--- config.mk ---
export PLATFORM = sky130hd
export DESIGN_NAME = gpio_in_cond
export DESIGN_NICKNAME = d
export VERILOG_FILES = /design/src/rtl/gpio_pkg.sv /design/src/rtl/gpio_deb_bit.sv /design/src/rtl/gpio_in_cond.sv
export SDC_FILE = /design/constraint.sdc
export NUM_CORES = 1
export LEC_CHECK = 0
export CAP_MARGIN = 25
export CORE_MARGIN = 2
export CORE_UTILIZATION = 33
export CTS_CLUSTER_SIZE = 16
export DETAILED_ROUTE_END_ITERATION = 10
export GPL_ROUTABILITY_DRIVEN = 0
export GPL_TIMING_DRIVEN = 0
export PLACE_DENSITY_LB_ADDON = 0.12
export SLEW_MARGIN = 15
export SYNTH_ARGS = -nofsm -noshare
export SYNTH_HDL_FRONTEND = slang
export SYNTH_SLANG_ARGS = --single-unit
--- constraint.sdc ---
create_clock -name clk -period 10.44 [get_ports clk]
set_clock_uncertainty 0.2 [all_clocks]
set_input_delay 2.088 -clock clk [delete_from_list [all_inputs] [get_ports clk]]
set_output_delay 2.088 -clock clk [all_outputs]
set_load 0.03 [all_outputs]
--- src/rtl/gpio_pkg.sv ---
// gpio_pkg
// Shared constants for the GPIO block and its input conditioning stage:
// register offsets for both register windows and default widths.
package gpio_pkg;

  // Default widths.
  localparam int DEFAULT_WIDTH = 32;
  localparam int DEFAULT_DEB_W = 16;

  // Existing multi_gpio_ip register offsets.
  localparam logic [7:0] GPIO_OUT_OFS = 8'h00;
  localparam logic [7:0] GPIO_OE_OFS  = 8'h04;
  localparam logic [7:0] GPIO_IN_OFS  = 8'h08;

  // Input conditioning register offsets.
  localparam logic [7:0] COND_DEB_CFG_OFS    = 8'h00;
  localparam logic [7:0] COND_RISE_EN_OFS    = 8'h04;
  localparam logic [7:0] COND_FALL_EN_OFS    = 8'h08;
  localparam logic [7:0] COND_IRQ_STATUS_OFS = 8'h0C;
  localparam logic [7:0] COND_RAW_OFS        = 8'h10;
  localparam logic [7:0] COND_CLEAN_OFS      = 8'h14;

endpackage

--- src/rtl/gpio_deb_bit.sv ---
// gpio_deb_bit
// Conditioning for a single pad bit: 2-flop synchronizer, 2-entry sample
// history and the debounced output flop. rise_o/fall_o describe the change
// that clean_o is about to make on the coming clock edge.
//
// Ports
//   clk       in  clock
//   rst       in  asynchronous active-high reset
//   pad_i     in  raw asynchronous pad level
//   tick_i    in  shared sample tick from the prescaler
//   bypass_i  in  1 = copy the synchronized level straight to clean_o
//   raw_o     out synchronized level before debounce
//   clean_o   out conditioned level
//   rise_o    out clean_o goes 0->1 on the next edge
//   fall_o    out clean_o goes 1->0 on the next edge
module gpio_deb_bit (
  input  logic clk,
  input  logic rst,
  input  logic pad_i,
  input  logic tick_i,
  input  logic bypass_i,
  output logic raw_o,
  output logic clean_o,
  output logic rise_o,
  output logic fall_o
);

  logic       s1_q;
  logic       s2_q;
  logic [1:0] hist_q;
  logic [1:0] hist_d;
  logic       clean_q;
  logic       clean_d;

  // The history holds the two previous tick samples, so together with the
  // current synchronized value three agreeing samples are needed to move.
  always_comb begin
    hist_d  = hist_q;
    clean_d = clean_q;
    if (tick_i) begin
      hist_d = {hist_q[0], s2_q};
    end
    if (bypass_i) begin
      clean_d = s2_q;
    end else if (tick_i && (hist_q[1] == hist_q[0]) && (hist_q[0] == s2_q)) begin
      clean_d = s2_q;
    end
  end

  always_ff @(posedge clk or posedge rst) begin
    if (rst) begin
      s1_q    <= 1'b0;
      s2_q    <= 1'b0;
      hist_q  <= 2'b00;
      clean_q <= 1'b0;
    end else begin
      s1_q    <= pad_i;
      s2_q    <= s1_q;
      hist_q  <= hist_d;
      clean_q <= clean_d;
    end
  end

  assign raw_o   = s2_q;
  assign clean_o = clean_q;
  assign rise_o  = ~clean_q & clean_d;
  assign fall_o  = clean_q & ~clean_d;

endmodule

--- src/rtl/gpio_in_cond.sv ---
// gpio_in_cond
// Input conditioning between the GPIO pads and multi_gpio_ip.gpio_in:
// per-bit synchronizer and shared-tick 3-sample debouncer, edge detection
// into a sticky write-1-to-clear status register, and a level interrupt.
//
// Ports
//   clk            in  clock
//   rst            in  asynchronous active-high reset
//   pad_in         in  raw pad levels [WIDTH]
//   gpio_in_clean  out conditioned levels [WIDTH]
//   bus_valid      in  single-cycle access strobe
//   bus_we         in  1 = write, 0 = read
//   bus_addr       in  byte address, [7:0] decoded
//   bus_wdata      in  write data
//   bus_rdata      out read data, combinational from bus_addr
//   irq            out OR of IRQ_STATUS
module gpio_in_cond
  import gpio_pkg::*;
#(
  parameter int WIDTH = DEFAULT_WIDTH,
  parameter int DEB_W = DEFAULT_DEB_W
) (
  input  logic             clk,
  input  logic             rst,
  input  logic [WIDTH-1:0] pad_in,
  output logic [WIDTH-1:0] gpio_in_clean,
  input  logic             bus_valid,
  input  logic             bus_we,
  input  logic [31:0]      bus_addr,
  input  logic [31:0]      bus_wdata,
  output logic [31:0]      bus_rdata,
  output logic             irq
);

  logic [DEB_W-1:0] debCfg_q, debCfg_d;
  logic [DEB_W-1:0] cnt_q, cnt_d;
  logic [WIDTH-1:0] riseEn_q, riseEn_d;
  logic [WIDTH-1:0] fallEn_q, fallEn_d;
  logic [WIDTH-1:0] irqStatus_q, irqStatus_d;

  logic [WIDTH-1:0] raw;
  logic [WIDTH-1:0] clean;
  logic [WIDTH-1:0] rise;
  logic [WIDTH-1:0] fall;
  logic [WIDTH-1:0] w1c;
  logic             wrEn;
  logic             tick;
  logic             bypass;
  logic             unusedBus;

  assign wrEn   = bus_valid & bus_we;
  assign bypass = (debCfg_q == '0);
  // In bypass the compare is always true, so history keeps tracking s2 and
  // is already settled if debounce is switched on later.
  assign tick   = (cnt_q == debCfg_q);

  // Only the low address byte and the low data bits are meaningful.
  assign unusedBus = ^{bus_addr[31:8], bus_wdata};

  for (genvar i = 0; i < WIDTH; i++) begin : g_bit
    gpio_deb_bit u_deb (
      .clk      (clk),
      .rst      (rst),
      .pad_i    (pad_in[i]),
      .tick_i   (tick),
      .bypass_i (bypass),
      .raw_o    (raw[i]),
      .clean_o  (clean[i]),
      .rise_o   (rise[i]),
      .fall_o   (fall[i])
    );
  end

  // Register writes, prescaler and status next-state. New events are OR-ed
  // in after the clear so a set on the same edge as a W1C wins.
  always_comb begin
    debCfg_d = debCfg_q;
    riseEn_d = riseEn_q;
    fallEn_d = fallEn_q;
    w1c      = '0;
    cnt_d    = tick ? '0 : cnt_q + DEB_W'(1);
    if (wrEn) begin
      case (bus_addr[7:0])
        COND_DEB_CFG_OFS: begin
          debCfg_d = bus_wdata[DEB_W-1:0];
          cnt_d    = '0;
        end
        COND_RISE_EN_OFS:    riseEn_d = bus_wdata[WIDTH-1:0];
        COND_FALL_EN_OFS:    fallEn_d = bus_wdata[WIDTH-1:0];
        COND_IRQ_STATUS_OFS: w1c      = bus_wdata[WIDTH-1:0];
        default: ;
      endcase
    end
    irqStatus_d = (irqStatus_q & ~w1c) | (rise & riseEn_q) | (fall & fallEn_q);
  end

  always_ff @(posedge clk or posedge rst) begin
    if (rst) begin
      debCfg_q    <= '0;
      cnt_q       <= '0;
      riseEn_q    <= '0;
      fallEn_q    <= '0;
      irqStatus_q <= '0;
    end else begin
      debCfg_q    <= debCfg_d;
      cnt_q       <= cnt_d;
      riseEn_q    <= riseEn_d;
      fallEn_q    <= fallEn_d;
      irqStatus_q <= irqStatus_d;
    end
  end

  // Read decode has no side effects; unmapped offsets return zero.
  always_comb begin
    bus_rdata = '0;
    case (bus_addr[7:0])
      COND_DEB_CFG_OFS:    bus_rdata = 32'(debCfg_q);
      COND_RISE_EN_OFS:    bus_rdata = 32'(riseEn_q);
      COND_FALL_EN_OFS:    bus_rdata = 32'(fallEn_q);
      COND_IRQ_STATUS_OFS: bus_rdata = 32'(irqStatus_q);
      COND_RAW_OFS:        bus_rdata = 32'(raw);
      COND_CLEAN_OFS:      bus_rdata = 32'(clean);
      default: ;
    endcase
  end

  assign gpio_in_clean = clean;
  assign irq           = |irqStatus_q;

endmodule

==> impl_metrics.ini <==
[place]
io_buffers = 138
pre_cts_ws_ps = 2700
hpwl_um = 26200
dp_cells = 1729

[pwr]
p_leak_nw = 7.19
clockPowerShare_pct = 32.6
irDropWorstVdd_mv = 0.111
internal_power_w = 0.00266
p_sw_share_pct = 30.6
switching_power_w = 0.00118
p_per_area_mw_per_mm2 = 231
power_frac_seq_pct = 41.9
p_total_w = 0.00384
combPwrFrac_pct = 25.5

[yosys]
synthesis.area_mm2 = 0.0133
synth.yosys.seq_area_share_pct = 54.4
ys_warn_count = 0
syn_inst = 1062
syn_nets = 1163
yosysTopAreaCell = dfrtp_1
synth.avg_cell_area_um2 = 12.5
netlist.area_leader.share_pct = 54.4
ys_types = 36
synthTopCellsByArea = dfrtp_1 (54%), mux2_2 (16%), mux4_2 (2.7%), mux2i_1 (2.4%), o21ai_0 (2.4%)
ys_seq_elements = 288

[timing]
fin_setup_tns_ps = 0
min_period_over_period_pct = 73.7
slew_viol_final = 0
fmax_mhz = 130
relSlewSlack_pct = 28.4
setup_viol = 0
finalHoldViolCount = 0
rsz0062_at_grt = no
period_minus_slack_ps = 7700
tightest_slew_ps = 1070
setup_slack_ps = 2740

[die]
die_area_mm2 = 0.0418
start_util_pct = 33.4
die_w_um = 204
placementRows = 73
ioPinCount = 165
coreArea_mm2 = 0.0397
die_h_um = 204

[hold_path]
min_to = g_bit[14].u_deb.raw_o$_DFF_PP0_
min-delay-start = g_bit[14].u_deb.s1_q$_DFF_PP0_
hold_class = reg2reg
min_path_cells = 0

[global_route]
grt_pass1_wl_um = 58100
overflow = 0
grt_max_degree = 105
antenna_found_initial = 1
grt_pass1_vias = 9366
track_usage_pct = 18.6

[drt]
first_iter_violations = 450
postRouteAntennaNets = 0
wirelength_um = 38200
first_pass_iters = 5
wire_per_inst_um = 21.3
via_count = 9082
drc = 0
vias_per_cell = 5.08

[setup_path]
reg2reg_from = debCfg_q[6]$_DFFE_PP0P_
regToRegEndpoint = g_bit[3].u_deb.clean_o$_DFF_PP0_
rrSetupSlack_ps = 7350
end_kind = primary output
worstPathRequired_ps = 8150
cp-start-kind = input pin
worstSetupPathType = in2out
ff2ff_path_depth = 6
path_max_fanout = 10
critPathArrivalTime_ps = 5410

[clock_network]
htree_levels = 2
clk_path_buf_depth = 3
cts_resized = 0
worstSkewPairLatency_ps = 510
cts_root_buffer = clkbuf_16
cts_hold_buf = 0
clkSlewWorstSetupHoldPaths_ps = 50
tritoncts = built
cts.sinks = 288
postCtsSetupBuffers = 0
numCtsBuffers = 34

[finish]
syn2layout_area_growth_pct = 25.0
nets = 1341
final_cell_mix = dfrtp_1 (288), mux2_2 (190), clkdlybuf4s50_1 (138)
layout.cells.most_common = dfrtp_1
stdcell_count = 1788
drive_gt1_share_pct = 26.5

[outcome]
status = finished clean

[run]
maxCapViolCount = 0
[cell usage after synthesis (all sizes together)]
cell type	n
nor2	51
nor3	33
mux2	192
mux4	16
nand4	6
a22oi	16
mux2i	32
xor2	25
and3	37
o21ai	64
ha	1
buf	63
clkbuf	14
dfrtp	288
nand2	72
nor4	17
and4	3
o22ai	32
or4	1
or2	2
nand3	7
inv	18
nand3b	34
or3	1
a22o	32
xnor2	5
[worst max path at each step]
stage                      startpoint                        endpoint  slack, ps
after global routing      bus_addr[3]                   bus_rdata[29]       2540
after CTS                 bus_addr[3]                   bus_rdata[29]       2700
final                     bus_addr[3]                   bus_rdata[29]       2740
after detailed placement  bus_addr[3]                   bus_rdata[29]       2700
after global placement            rst  g_bit[17].u_deb.s1_q$_DFF_PP0_      -4190
after floorplan                   rst              cnt_q[0]$_DFF_PP0_        200
[kinds of logic after synthesis]
group | after synthesis | synth area share (%)
flip-flops | 288 | 54.4
AND/OR/NAND/NOR | 264 | 10.4
multiplexers | 240 | 21.4
AO/OA/AOI/OAI | 144 | 7.42
buffers and inverters | 95 | 4.31
XOR/XNOR | 30 | 1.98
adder cells (fa/ha/maj) | 1 | 0.0944
[power groups by stage]
stage	registers (W)	logic (W)	clock network, W
global placement	0.00162	0.000973	0
floorplan	0.00153	0.000709	0
detailed placement	0.00163	0.000989	0
CTS	0.00161	0.000995	0.00128
finish	0.00161	0.000976	0.00125
global route	0.00165	0.00107	0.00133
[flip-flops by register name (all words and copies together), names as in the netlist]
| register | count |
|---|---|
| cnt_q | 16 |
| debCfg_q | 16 |
| fallEn_q | 32 |
| g_bit.u_deb.clean_o | 32 |
| g_bit.u_deb.hist_q | 64 |
| g_bit.u_deb.raw_o | 32 |
| g_bit.u_deb.s1_q | 32 |
| irqStatus_q | 32 |
| riseEn_q | 32 |
[through the flow]
| stage | area [um2] | hold WS [ps] | utilization, % |
|---|---|---|---|
| final | 16600 | 146 | 41.7 |
| after global routing | 16600 | 150 | 41.7 |
| after detailed placement | 15400 | 135 | 38.7 |
| after floorplan | 13300 | 131 | - |
| after global placement | 15300 | 132 | 38.5 |
| after CTS | 16600 | 147 | 41.7 |
[critical path, cell delays in order]
cell             delay, ps
clkdlybuf4s50_1        560
buf_1                  610
nand3_1                560
clkbuf_1               470
o22ai_1                370
clkdlybuf4s50_1        740
[layer usage]
metal / global-route usage, % / up-vias / routed length, um / share of wire (%)
met2: 30.2 / 208 / 17800 / 47
met3: 2.95 / 57 / 1640 / 4.3
li1: - / 4205 / - / -
met4: 5.31 / 0 / 932 / 2.4
met1: 25.6 / 4612 / 17800 / 47
met5: 0 / - / 0 / 0
[area by class of cell]
class	count	area [um2]
fillers	3818	23200
flip-flops and latches	288	7210
multi-input cells	679	5480
repair buffers	142	1480
clock buffers	51	1040
well taps	525	657
plain buffers	77	505
clock inverters	7	135
inverters	18	75.1
diodes	1	2.50
No activity file was read; power rests on OpenSTA's default activity.
